`config.mk`:
```
export PLATFORM = sky130hd
export DESIGN_NAME = spi_responder
export DESIGN_NICKNAME = d
export VERILOG_FILES = /design/src/rtl/spi_responder.sv
export SDC_FILE = /design/constraint.sdc
export NUM_CORES = 1
export LEC_CHECK = 0
export ABC_CLOCK_PERIOD_IN_PS = 5550
export CAP_MARGIN = 20
export CORE_MARGIN = 1
export CORE_UTILIZATION = 55
export DETAILED_ROUTE_END_ITERATION = 12
export PLACE_DENSITY_LB_ADDON = 0.12
export SYNTH_ARGS = -nofsm -noshare
export SYNTH_HDL_FRONTEND = slang
export SYNTH_SLANG_ARGS = --single-unit
export TNS_END_PERCENT = 50
```
`constraint.sdc`:
```
create_clock -name i_clock -period 5.55 [get_ports i_clock]
set_clock_uncertainty 0.15 [all_clocks]
set_input_delay 1.11 -clock i_clock [delete_from_list [all_inputs] [get_ports i_clock]]
set_output_delay 1.11 -clock i_clock [all_outputs]
set_load 0.05 [all_outputs]
```
`src/rtl/spi_responder.sv`:
```
// SPI mode-0 target on the system clock: oversamples SCLK/CS/MOSI, decodes
// an address byte then a data byte, serves an 8-entry register file plus a
// read-only WHOAMI register, and returns read data during the data byte.
module spi_responder #(
    parameter logic [6:0] WHOAMI_ADDR  = 7'h78,
    parameter logic [7:0] WHOAMI_VALUE = 8'h5A,
    parameter logic [7:0] REG_RESET    = 8'h00
) (
    input  logic       i_clock,
    input  logic       i_reset,
    input  logic       i_sclk,
    input  logic       i_cs_n,
    input  logic       i_mosi,
    output logic       o_miso,
    output logic       o_wr_strobe,
    output logic [2:0] o_wr_addr,
    output logic [7:0] o_wr_data,
    output logic       o_frame_error,
    output logic [7:0] o_mode
);

    localparam int unsigned NUM_REGS = 8;
    localparam int unsigned CNT_W    = 4;

    typedef enum logic [1:0] {
        ST_IDLE = 2'd0,
        ST_ADDR = 2'd1,
        ST_DATA = 2'd2,
        ST_DONE = 2'd3
    } state_e;

    // Synchroniser chains; the third SCLK flop only feeds edge detection
    logic sclk_s1_q, sclk_s2_q, sclk_s3_q;
    logic cs_s1_q, cs_s2_q;
    logic mosi_s1_q, mosi_s2_q;

    state_e           state_q;
    logic [CNT_W-1:0] cnt_q;
    logic [7:0]       rx_q;
    logic [7:0]       addr_q;
    logic [7:0]       tx_q;
    logic             miso_q;
    logic             wr_strobe_q;
    logic [2:0]       wr_addr_q;
    logic [7:0]       wr_data_q;
    logic             frame_error_q;
    logic [7:0]       regs_q [NUM_REGS];

    logic       sclk_rise_c;
    logic       sclk_fall_c;
    logic [7:0] rx_next_c;
    logic [7:0] rd_val_c;
    logic       wr_valid_c;

    // Bring the asynchronous SPI pins into the i_clock domain
    always_ff @(posedge i_clock or posedge i_reset) begin
        if (i_reset) begin
            sclk_s1_q <= 1'b0;
            sclk_s2_q <= 1'b0;
            sclk_s3_q <= 1'b0;
            cs_s1_q   <= 1'b1;
            cs_s2_q   <= 1'b1;
            mosi_s1_q <= 1'b0;
            mosi_s2_q <= 1'b0;
        end else begin
            sclk_s1_q <= i_sclk;
            sclk_s2_q <= sclk_s1_q;
            sclk_s3_q <= sclk_s2_q;
            cs_s1_q   <= i_cs_n;
            cs_s2_q   <= cs_s1_q;
            mosi_s1_q <= i_mosi;
            mosi_s2_q <= mosi_s1_q;
        end
    end

    // Edge detection, shift-in value and read-data lookup for the address byte
    always_comb begin
        sclk_rise_c = sclk_s2_q & ~sclk_s3_q;
        sclk_fall_c = ~sclk_s2_q & sclk_s3_q;
        rx_next_c   = {rx_q[6:0], mosi_s2_q};
        rd_val_c    = 8'h00;
        if (rx_next_c[6:3] == 4'd0) begin
            rd_val_c = regs_q[rx_next_c[2:0]];
        end else if (rx_next_c[6:0] == WHOAMI_ADDR) begin
            rd_val_c = WHOAMI_VALUE;
        end
        // Only register-file indices of a write frame commit
        wr_valid_c  = ~addr_q[7] && (addr_q[6:3] == 4'd0);
    end

    // Frame FSM, register file and registered outputs
    always_ff @(posedge i_clock or posedge i_reset) begin
        if (i_reset) begin
            state_q       <= ST_IDLE;
            cnt_q         <= '0;
            rx_q          <= '0;
            addr_q        <= '0;
            tx_q          <= '0;
            miso_q        <= 1'b0;
            wr_strobe_q   <= 1'b0;
            wr_addr_q     <= '0;
            wr_data_q     <= '0;
            frame_error_q <= 1'b0;
            for (int i = 0; i < NUM_REGS; i++) begin
                regs_q[i] <= REG_RESET;
            end
        end else begin
            wr_strobe_q   <= 1'b0;
            frame_error_q <= 1'b0;
            case (state_q)
                ST_IDLE: begin
                    miso_q <= 1'b0;
                    if (!cs_s2_q) begin
                        cnt_q   <= '0;
                        state_q <= ST_ADDR;
                    end
                end
                ST_ADDR: begin
                    miso_q <= 1'b0;
                    if (cs_s2_q) begin
                        frame_error_q <= 1'b1;
                        state_q       <= ST_IDLE;
                    end else if (sclk_rise_c) begin
                        rx_q  <= rx_next_c;
                        cnt_q <= cnt_q + CNT_W'(1);
                        if (cnt_q == CNT_W'(7)) begin
                            addr_q  <= rx_next_c;
                            tx_q    <= rx_next_c[7] ? rd_val_c : 8'h00;
                            state_q <= ST_DATA;
                        end
                    end
                end
                ST_DATA: begin
                    if (cs_s2_q) begin
                        miso_q        <= 1'b0;
                        frame_error_q <= 1'b1;
                        state_q       <= ST_IDLE;
                    end else if (sclk_fall_c) begin
                        miso_q <= tx_q[7];
                        tx_q   <= {tx_q[6:0], 1'b0};
                    end else if (sclk_rise_c) begin
                        rx_q  <= rx_next_c;
                        cnt_q <= cnt_q + CNT_W'(1);
                        if (cnt_q == CNT_W'(15)) begin
                            miso_q  <= 1'b0;
                            state_q <= ST_DONE;
                            if (wr_valid_c) begin
                                regs_q[addr_q[2:0]] <= rx_next_c;
                                wr_strobe_q         <= 1'b1;
                                wr_addr_q           <= addr_q[2:0];
                                wr_data_q           <= rx_next_c;
                            end
                        end
                    end
                end
                ST_DONE: begin
                    miso_q <= 1'b0;
                    if (cs_s2_q) begin
                        state_q <= ST_IDLE;
                    end
                end
                default: begin
                    miso_q  <= 1'b0;
                    state_q <= ST_IDLE;
                end
            endcase
        end
    end

    assign o_miso        = miso_q;
    assign o_wr_strobe   = wr_strobe_q;
    assign o_wr_addr     = wr_addr_q;
    assign o_wr_data     = wr_data_q;
    assign o_frame_error = frame_error_q;
    assign o_mode        = regs_q[0];

endmodule

```
# --- Yosys cells after proc, flatten, opt, wreduce, memory -nomap -nowiden ---
# Index checks and enable logic that the tools add are counted.
totals:
  output_inout_bits: 22
  input_bits: 5
  wordCells: 124
  ff_bits: 115
op_classes:
  reduce_logical: 16
  n_bitwise: 9
  mux: 49
  n_addsub: 1
  n_eq_ne: 21
  n_lt_le_gt_ge: 3
op_table:
  columns: ["op", "count"]
  rows:
  - ["8-bit 2-to-1 mux", 14]
  - ["64-bit bitwise mux", 1]
  - ["8-bit one-hot mux with 2 select lines", 2]
  - ["8-bit binary-select mux with 3-bit select", 1]
  - ["8-bit demux with 3-bit select", 1]
  - ["4-bit 2-to-1 mux", 5]
  - ["2-bit 2-to-1 mux", 9]
  - ["2-bit inequality test, second input constant", 8]
  - ["3-bit inequality test, second input constant", 5]
  - ["1-bit 2-to-1 mux", 12]
  - ["4-bit one-hot mux with 3 select lines", 1]
  - ["6-bit AND reduction", 2]
  - ["4-bit >= comparator, second input constant", 2]
  - ["4-bit zero test", 2]
  - ["4-bit inequality test, second input constant", 2]
  - ["3-bit inverter with 4-bit output", 2]
  - ["2-bit one-hot mux with 4 select lines", 1]
  - ["4-bit AND reduction", 2]
  - ["7-bit equality test, second input constant", 1]
  - ["7-bit 2-to-1 mux", 1]
  - ["7-bit AND reduction", 1]
  - ["1-bit inverter", 5]
  - ["5-bit AND reduction", 1]
  - ["4-bit by 1-bit adder with 4-bit output, second input constant", 1]
  - ["other kinds (14)", 17]

# --- Depth between registers and ports, before layout ---
logic_depth:
  ltp_word: 10
  mapped_depth: 8
  ltp_nobuf: 7

# --- Worst setup path after synthesis ---
# OpenSTA, ideal clock, no wires.
synth_timing:
  path_kind: "reg2reg"
  startpoint: "register state_q[0]"
  endpoint: "register regs_q[24] (netlist bit)"
  setup_time_ns: 0.125
  arrival_time_ns: 2.197
  required_ns: 5.275
  path_buffers: 1
  stages_incl_launch_ff: 9
  synth_period_minus_slack_ns: 2.472
  setup_slack_ns: 3.078
  cell_sequence: "dfrtp_1 -> inv_1 -> ha_1 -> nor4b_2 -> nand4_1 -> nand2b_1 -> buf_4 -> nor3b_4 -> mux2_2"
synth_between:
  elab_chain_len: 2
synth_rtl:
  columns: ["item", "line", "source"]
  rows:
  - ["start, declared", "37", "state_e state_q;"]
  - ["start signal, assigned", "94", "state_q <= ST_IDLE;"]
  - ["start signal, assigned", "115", "state_q <= ST_ADDR;"]
  - ["start signal, assigned", "122", "state_q <= ST_IDLE;"]
  - ["2-bit equality test", "110", "case (state_q)"]
  - ["6-bit AND reduction (no source line)", null, null]
  - ["end signal, assigned by index", "148", "regs_q[addr_q[2:0]] <= rx_next_c;"]
  - ["end, declared", "47", "logic [7:0] regs_q [NUM_REGS];"]
# No other way between the ends.
# A chain may end at the register's enable or synchronous reset.

# --- Final worst setup path ---
layout_timing:
  startpoint: "register state_q[0]"
  endpoint: "register regs_q[47] (netlist bit)"
# The elaborated chain is that of the path after synthesis.

==> summary.txt <==
Run status
  – Outcome: finished, final reports clean

Timing
  – Max_slew headroom: 0.5151
  – Final Hold Viols: 0
  – Min Hold Slack: 0.2013 ns
  – Fin. max-slew vios: 0
  – Worst-margin pin slew: 0.7207 ns
  – RSZ-0062 raised after global routing: false
  – Post-route setup TNS: 0 ns
  – Tmin final: 3.228 ns
  – Final period util: 0.5817
  – Final setup margin: 2.322 ns
  – Setup violators final: 0
  – Fmax: 0.3098 GHz

Cells and area
  – Number of diodes: 0
  – Fin area: ~6100 sq um
  – Fill cells: 677
  – Commonest non-fill, non-tap cell in the layout: dfrtp_1
  – Area grow syn2layout: 17.20%
  – Cell Count, Final, Fillers Out: 536
  – Share of post-route cells with drive strength above 1: 0.3459
  – Commonest cells after routing, fill and taps aside: dfrtp_1, mux2_2, clkdlybuf4s50_1
  – Final net count: 425

Logic synthesis
  – Synth Flop Type: dfrtp_1
  – Cells after Synth: just under 400
  – Sequential area share after synthesis: 0.5483
  – Syn nets: 402
  – Yosys warning count: 0
  – Ys async rst share: 1.000
  – Post-synth EDFFs: 0
  – Post-Syn Area: between 5000 and 6000 sq um
  – Yosys reg bits: 114
  – Mapped Avg Cell Area: about 13 sq um
  – Synth cell types: 43

Worst setup path
  – Critical Path Start Type: flip-flop
  – Worst-path cell with the longest stage delay: nor3b_4
  – Setup CP Type: flip-flop to flip-flop
  – Crit end category: flip-flop
  – Family with the most delay on the worst path: simple AND/OR/NAND/NOR gates
  – CP arrival: approximately 3.5 ns
  – CP bufs+invs: 2
  – Slowest stage delay, CP: 0.53 ns
  – Worst EP required: between 5 and 6 ns
  – Crit path cell chain: inv_1 -> ha_1 -> nor4b_2 -> nand4_1 -> buf_4 -> nand2b_1 -> nor3b_4 -> mux2_2
  – Peak fanout along the critical path: 16

Floorplanning
  – Initial core utilization: 0.5663
  – IO Count: 27
  – Row cnt: 35
  – Die width: 99.31 microns
  – Die Ht: 99.31 microns
  – Die area: ~9900 sq um
  – Core ar.: slightly above 9000 sq um

Clock network
  – CTS tree: built
  – Clk pin slew, worst setup/hold paths: 0.06 ns
  – Setup bufs post-CTS: 0
  – CTS resizes: 0
  – Clock buffer count from CTS: 17
  – Later-pin clock latency in the skew report: between 0.5 and 0.6 ns
  – CTS H-tree depth: 4
  – Max Root-Sink Buffers: 2
  – Cts hold-fix bufs: 0
  – Root buffer cell: clkbuf_8
  – TritonCTS Sinks: 114

Detailed routing
  – First drt pass iteration count: 4
  – Vias: roughly 3200
  – Post-DRT Antenna Nets: 0
  – DRT iter0 DRCs: 148
  – Drt via density: 5.942
  – DRC errors left: 0
  – Final wirelength: between 10 and 15 mm
  – Detailed-route wire length per cell: 19.26 microns

Pwr
  – Comb pwr share: 0.181
  – Int Power: approximately 1.7 mW
  – Psw: 0.7578 mW
  – Pwr/cell area: 406.7 nW/um^2
  – Flop pwr share: 0.400
  – Switching portion of total power: 0.3053
  – LEAKAGE: 2.890 nW
  – Max VDD drop: 236.0 uV
  – Clock power share: 0.419

GRT
  – Initial antenna violation count: 0
  – First-pass GRT wire length: 17.53 mm
  – GRT Overall Usage: 0.2377
  – Gr ovfl total: 0
  – Vias in the first global route: 3305
  – Largest net degree at the start of global routing: 85

Placed design
  – Post-placement setup slack: 2.369 ns
  – Port buffer count: 26
  – Placer Congestion: 0.7965
  – Post-placement cell count: between 500 and 600
  – HPWL after detailed placement: 6.486 mm
  – Cell Area, Placed: 5504 sq um

Run
  – Max-Cap Viols: 0

Hold path
  – HP Class: flip-flop to flip-flop
==> cell type report <==
cell class	instances	area, sq um	share of cell area
clock inverter	14	153.9	0.02522
sequential	114	2855	0.4678
inverter	8	32.53	0.005330
tap	111	138.9	0.02276
clock buffer	18	417.9	0.06847
timing repair buffer	32	325.3	0.05330
multi-input combinational	239	2180	0.3571
==> state kept, by name, summed over array words and instances, names as in the netlist, 2 cells and up <==
signal / count
o_wr_addr: 3
cnt_q: 4
rx_q: 7
tx_q: 8
addr_q: 8
o_mode: 8
state_q: 2
o_wr_data: 8
regs_q: 56
==> synthesized netlist by cell type, types with 4 or more instances <==
| cell | count | area, sq um |
|---|---|---|
| clkbuf_1 | 13 | 48.80 |
| o21ai_0 | 14 | 70.07 |
| mux4_2 | 8 | 180.2 |
| dfrtp_1 | 112 | 2803 |
| nor2b_1 | 5 | 31.28 |
| buf_4 | 9 | 67.56 |
| ha_1 | 8 | 100.1 |
| mux2i_1 | 20 | 200.2 |
| nand2_1 | 20 | 75.07 |
| mux2_2 | 90 | 1013 |
| nand4_1 | 7 | 43.79 |
| a22oi_1 | 4 | 30.03 |
| nor2_1 | 12 | 45.04 |
| a21oi_1 | 6 | 30.03 |
| nand3_1 | 8 | 40.04 |
| inv_1 | 8 | 30.03 |
==> through the flow <==
| step | total power [mW] | util |
|---|---|---|
| after floorplan | 1.326 | - |
| after global placement | 1.444 | 0.5985 |
| after detailed placement | 1.453 | 0.5985 |
| after CTS | 2.499 | 0.6607 |
| after global routing | 2.605 | 0.6637 |
| final | 2.482 | 0.6637 |
==> logic make-up after synthesis <==
| kind of cell | synth area share |
|---|---|
| buffers and inverters | 0.03316 |
| AOI/OAI and AO/OA | 0.04734 |
| muxes | 0.2698 |
| adders and majority gates | 0.01922 |
| and+or+nand+nor | 0.08218 |
| DFF | 0.5483 |
==> path summary, 6_finish.rpt <==
path                            cells after the start       start           end  slack, ns
worst max-delay path                                8  state_q[0]    regs_q[47]       2.32
worst min-delay path                                0   sclk_s1_q     sclk_s2_q       0.20
worst max register to register                      8  state_q[0]    regs_q[47]       2.32
worst min register to register                      0   sclk_s1_q     sclk_s2_q       0.20
max in group asynchronous                           3     i_reset    regs_q[17]       3.80
min in group asynchronous                           2     i_reset  o_wr_data[0]       0.75
==> per-layer routing <==
layer / track usage / vias up / part of all wire / wire length [microns]
li1: - / 1448 / - / -
met1: 0.3284 / 1658 / 0.46 / 4792
met2: 0.3777 / 67 / 0.49 / 5086
met3: 0.05833 / 12 / 0.033 / 337
met4: 0.06787 / 0 / 0.011 / 110
met5: 0 / - / 0 / 0
==> power by group through the flow <==
stage	logic, mW	clock network [mW]	registers [mW]
global placement	0.441	0	1.00
floorplan	0.365	0	0.961
global route	0.497	1.10	1.01
CTS	0.450	1.06	0.993
finish	0.449	1.04	0.992
detailed placement	0.446	0	1.01
Power figures use the tool's default switching activity.
